===== config.mk =====
export PLATFORM = sky130hd
export DESIGN_NAME = input_conditioner
export DESIGN_NICKNAME = d
export VERILOG_FILES = /design/src/rtl/input_conditioner.sv
export SDC_FILE = /design/constraint.sdc
export NUM_CORES = 1
export LEC_CHECK = 0
export BUFFER_PORTS_ARGS = -buffer_cell sky130_fd_sc_hd__buf_4
export CORE_MARGIN = 3
export CORE_UTILIZATION = 25
export CTS_CLUSTER_SIZE = 14
export DETAILED_ROUTE_END_ITERATION = 10
export GPL_TIMING_DRIVEN = 0
export PLACE_DENSITY = 0.5
export SLEW_MARGIN = 20
export SYNTH_ARGS = -nofsm -noshare
export SYNTH_HDL_FRONTEND = slang
export SYNTH_SLANG_ARGS = --single-unit

===== constraint.sdc =====
create_clock -name clk_clk -period 16.2 [get_ports clk_clk]
set_input_delay 1.62 -clock clk_clk [delete_from_list [all_inputs] [get_ports clk_clk]]
set_output_delay 1.62 -clock clk_clk [all_outputs]
set_load 0.03 [all_outputs]

===== src/rtl/input_conditioner.sv =====
// Board-pin conditioner for slider switches and pushbuttons: 2-flop sync, per-bit
// debounce, key polarity normalisation, change/press/release pulses and sticky key capture.
module input_conditioner #(
    parameter int SW_WIDTH        = 10,
    parameter int KEY_WIDTH       = 4,
    parameter int DEBOUNCE_CYCLES = 1000000,
    parameter int KEY_ACTIVE_LOW  = 1
) (
    input  logic                 clk_clk,
    input  logic                 reset_reset,
    input  logic [SW_WIDTH-1:0]  sw_raw,
    input  logic [KEY_WIDTH-1:0] key_raw,
    output logic [SW_WIDTH-1:0]  slider_switches_export,
    output logic [KEY_WIDTH-1:0] pushbuttons_export,
    output logic [SW_WIDTH-1:0]  sw_change_pulse,
    output logic [KEY_WIDTH-1:0] key_press_pulse,
    output logic [KEY_WIDTH-1:0] key_release_pulse,
    output logic [KEY_WIDTH-1:0] key_edge_capture,
    input  logic [KEY_WIDTH-1:0] key_edge_clear
);

    localparam int unsigned N  = SW_WIDTH + KEY_WIDTH;
    localparam int unsigned CW = (DEBOUNCE_CYCLES < 2) ? 1 : $clog2(DEBOUNCE_CYCLES + 1);
    localparam logic [CW-1:0] CNT_LAST = CW'(DEBOUNCE_CYCLES - 1);

    logic [N-1:0]         raw_norm;
    logic [N-1:0]         s1_q, s2_q;
    logic [N-1:0]         stable_q, stable_d;
    logic [N-1:0]         rise_q, rise_d;
    logic [N-1:0]         fall_q, fall_d;
    logic [CW-1:0]        cnt_q [N];
    logic [CW-1:0]        cnt_d [N];
    logic [KEY_WIDTH-1:0] cap_q, cap_d;

    // Keys are flipped ahead of the synchroniser so every internal bit reads 1 = pressed/up.
    assign raw_norm = {((KEY_ACTIVE_LOW != 0) ? ~key_raw : key_raw), sw_raw};

    always_comb begin
        stable_d = stable_q;
        rise_d   = '0;
        fall_d   = '0;
        for (int unsigned i = 0; i < N; i++) begin
            cnt_d[i] = '0;
            if (s2_q[i] != stable_q[i]) begin
                if (cnt_q[i] == CNT_LAST) begin
                    stable_d[i] = s2_q[i];
                    rise_d[i]   = s2_q[i];
                    fall_d[i]   = ~s2_q[i];
                end else begin
                    cnt_d[i] = cnt_q[i] + 1'b1;
                end
            end
        end
    end

    // A press in the same cycle as a clear leaves the bit set.
    assign cap_d = (cap_q & ~key_edge_clear) | rise_q[N-1:SW_WIDTH];

    always_ff @(posedge clk_clk or posedge reset_reset) begin
        if (reset_reset) begin
            s1_q     <= '0;
            s2_q     <= '0;
            stable_q <= '0;
            rise_q   <= '0;
            fall_q   <= '0;
            cap_q    <= '0;
            for (int unsigned i = 0; i < N; i++) begin
                cnt_q[i] <= '0;
            end
        end else begin
            s1_q     <= raw_norm;
            s2_q     <= s1_q;
            stable_q <= stable_d;
            rise_q   <= rise_d;
            fall_q   <= fall_d;
            cap_q    <= cap_d;
            for (int unsigned i = 0; i < N; i++) begin
                cnt_q[i] <= cnt_d[i];
            end
        end
    end

    assign slider_switches_export = stable_q[SW_WIDTH-1:0];
    assign pushbuttons_export     = stable_q[N-1:SW_WIDTH];
    assign sw_change_pulse        = rise_q[SW_WIDTH-1:0] | fall_q[SW_WIDTH-1:0];
    assign key_press_pulse        = rise_q[N-1:SW_WIDTH];
    assign key_release_pulse      = fall_q[N-1:SW_WIDTH];
    assign key_edge_capture       = cap_q;

endmodule


## Yosys cells after proc, flatten, opt, wreduce, memory -nomap -nowiden

Cells that the tools add are included.

- Output and inout port bits: 36
- Input port bits: 20
- Flip-flop bits (word level): 354

- Bitwise logic cells: 19
- Reductions and logical operators: 14
- Eq/ne operators: 28
- Mux-type cells: 84
- Add/subtract/negate cells: 14

Operators by type and width:

| cell | count |
|---|---|
| 2-to-1 mux 20 bit | 28 |
| adder 20 x 1 -> 20 bit (second input constant) | 14 |
| equality test 20 bit (second input constant) | 14 |
| 2-to-1 mux 1 bit | 56 |
| AND reduction 2 bit | 14 |
| != test 1 bit | 14 |
| inverter 1 bit | 14 |
| OR 10 bit | 1 |
| inverter 4 bit | 2 |
| AND 4 bit | 1 |
| OR 4 bit | 1 |

## Logic depth before layout (Yosys ltp)

- Depth in word-level cells: 3
- Mapped depth: 7

## Worst setup path before layout

OpenSTA, ideal clock, no wires.

- Path kind: register to output
- From: register fall_q[0]
- To: output sw_change_pulse[0]
- Stages on the path, launching flop included: 2
- Setup slack: 13.878 ns
- Arrival time: 0.702 ns
- Cell sequence: dfrtp_1 or2_2

- Longest elaborated chain between the ends: 1

Ends and longest elaborated chain:

| what | RTL line | source |
|---|---|---|
| start, declared | 30 | `logic [N-1:0] fall_q, fall_d;` |
| start signal, assigned | 75 | `fall_q <= fall_d;` |
| OR 10 bit | 85 | `assign sw_change_pulse = rise_q[SW_WIDTH-1:0] \| fall_q[SW_WIDTH-1:0];` |
| end, declared | 15 | `output logic [SW_WIDTH-1:0] sw_change_pulse,` |

No other way between the ends.

## Worst setup path after layout

- From: register fall_q[9]
- To: output sw_change_pulse[9]

The elaborated chain is that of the path after synthesis.

==> results.ini <==
[clock_tree]
cts_tree = built
post_cts_buffers = 0
clock_sinks = 354
clk_pin_slew_ns = 0.06
cts.htree.levels = 2
cts_made_buffers = 44
root_buffer = clkbuf_16
hold_buffers = 0
clk_latency_ns = 0.56
cts_resized = 0
cts_buffer_depth = 3

[cells_and_area]
syn2layout_area_growth_pct = 19.0
final_util_pct = 30.3
diodes = 0
nets = 1766
drive_above_1_share_pct = 11.4

[sta]
fin_tns_setup_ns = 0
fin_crit_sh_pct = 18.6
rsz0062_at_grt = no
finalMaxSlewViolations = 0
tightest_slew_ns = 0.961
post-route-min-period_ns = 3.02
timing.slew.headroom_pct = 35.2
fmax_ghz = 0.331
setup_slack_ns = 13.18
finalHoldViolations = 0
skew_ns = 0.0129
setup_violations = 0

[synthesis]
synth_edf_count = 0
synth_ff_type = dfrtp_1
yosysUniqueCellTypes = 54
synthCells = 1628
syn-num-nets = 1662
synth_area_per_cell_um2 = 10.2
synth-seq-area-share_pct = 53.4
mappedNetlistArea_um2 = 16600
ys_ff_latch = 354
async_reset_ff_share_pct = 100
ys_warn_count = 0

[worst_setup_path]
cp.required_ns = 14.58
path_cells = or2_2, buf_4
endpoint = sw_change_pulse[9]
endpoint_kind = primary output
r2r_end = cnt_q[110]
path_max_fanout = 1
slowest_stage = dfrtp_1
crit_path_start_kind = flop
r2r_slack_ns = 13.75
critical_path_class = reg2out
crit_path_start = fall_q[9]
critical_path_arrival_ns = 1.40
slowest_delay_ns = 0.35
reg2regPathDepth = 6
r2r-start = cnt_q[100]

[floorplanning]
dieHeight_um = 264
start_util_pct = 25.5
core-area_um2 = 65000
die_x_um = 264
die-area_um2 = 69400
rows = 93
pin_count = 56

[worst_hold_path]
worstHoldPathType = reg2reg
hold_depth = 0

[routing]
drcViolationCount = 0
viasPerCell = 4.62
via_count = 12100
drtPass1Iterations = 5
wl_per_cell_um = 12.6
finalWirelength_mm = 33.1
ant_nets = 0
drtIter0Drc = 790

[global_route]
met3_usage_pct = 1.84
grt.met2_usage_pct = 15.5
globalRouteOverflowTotal = 0
grt_usage_pct = 9.84
grt_pass1_wl_mm = 59.7
grt-busiest-layer = met2
met1_usage_pct = 13.4
antenna_found_initial = 0
grt_pass1_vias = 12500
grt_max_degree = 102

[place]
dpl.hpwl_mm = 21.4
gp_congestion = 0.759
place_ws_ns = 13.04
io_buffers = 55

[power_and_ir_drop]
total_power_w = 0.00201
p_leak_nw = 7.98
irDropWorstVdd_v = 0.0000673
powerDensity_nw_per_um2 = 102

[flow_run]
cap_viol_max_count = 0

[run_status]
status = complete, no violations

[cell usage in the layout (no fill, tap or decap), drive strengths merged, types with 14 or more instances in the layout]
| cell | instances |
|---|---|
| nand4 | 59 |
| nand2 | 91 |
| and2 | 14 |
| o31ai | 30 |
| ha | 14 |
| a21oi | 75 |
| buf | 75 |
| nand3 | 100 |
| inv | 48 |
| and3 | 48 |
| o21ai | 54 |
| or2 | 22 |
| nor3 | 35 |
| nor2 | 208 |
| nor4 | 46 |
| xnor2 | 104 |
| clkbuf | 90 |
| or4 | 47 |
| mux2 | 14 |
| or3 | 45 |
| nor3b | 29 |
| xor2 | 79 |
| dfrtp | 354 |
[how the worst min path moves through the flow]
| stage | slack, ns | to | startpoint |
|---|---|---|---|
| 2_1_floorplan | 0.33 | s2_q[0] | s1_q[0] |
| 3_3_place_gp | 0.33 | s2_q[12] | s1_q[12] |
| 3_5_place_dp | 0.33 | s2_q[4] | s1_q[4] |
| 4_1_cts | 0.35 | s2_q[4] | s1_q[4] |
| 5_1_grt | 0.35 | s2_q[5] | s1_q[5] |
| 6_report | 0.35 | s2_q[4] | s1_q[4] |
[power breakdown]
group          leakage, nW  internal [W]  switching, W
Combinational         2.36     0.0000171     0.0000378
Sequential            4.85      0.000897     0.0000112
Clock                0.773      0.000661      0.000389
[registers in the layout (all words and copies together) (netlist names)]
signal / flops
cnt_q: 280
fall_q: 14
rise_q: 14
s1_q: 14
s2_q: 14
stable_q: 14
key_edge_capture: 4
[synth_stat cells, types with 29 or more instances]
| cell | number | area [um^2] |
|---|---|---|
| xor2_1 | 79 | 692 |
| and3_1 | 48 | 300 |
| nor3_1 | 35 | 175 |
| nand2_1 | 91 | 342 |
| a21oi_1 | 75 | 375 |
| xnor2_1 | 104 | 911 |
| or3_1 | 45 | 282 |
| nor4_1 | 46 | 288 |
| nor3b_1 | 29 | 218 |
| inv_1 | 45 | 169 |
| nand4_1 | 59 | 369 |
| nand3_1 | 99 | 495 |
| or4_1 | 46 | 345 |
| dfrtp_1 | 354 | 8860 |
| nor2_1 | 208 | 781 |
| o21ai_0 | 49 | 245 |
[cells by family (layout without fill, tap and decap cells)]
family,after synthesis,after routing,synth area share (%)
xor gates and xnor gates,183,183,9.67
and+or+nand+nor,795,795,25.8
adders and majority gates,14,14,1.06
buffers and inverters,87,227,2.28
muxes,16,16,1.09
AOI/OAI and AO/OA,179,179,6.66
DFF,354,354,53.4
[area by class of cell]
class                   count  area [um^2]
repair buffers             58          495
multi-input cells        1187         7340
plain buffers              42          209
clock inverters            17          255
fillers                  6669        45300
inverters                  45          176
clock buffers              65         1320
flip-flops and latches    354         8860
well taps                 855         1070
[worst max-delay path, delay by kind of cell (launching register included)]
family	cells	cell delay, ns
buffers and inverters	1	0.18
DFF	1	0.35
and+or+nand+nor	1	0.31
[per-layer routing]
metal  routed length, um  share of wire, %
met5                   0                 0
met4                 978               3.0
met3                1180               3.6
met2               14900                45
met1               16000                48
[metrics by stage]
step                      hold WS, ns  instances  cell area (um^2)
after global routing            0.352       2623             19700
after detailed placement        0.335       2541             18100
after floorplan                 0.331       1628             16600
after CTS                       0.347       2623             19700
final                           0.346       2623             19700
after global placement          0.331       2538             18100
(Power assumes the default switching activity.)
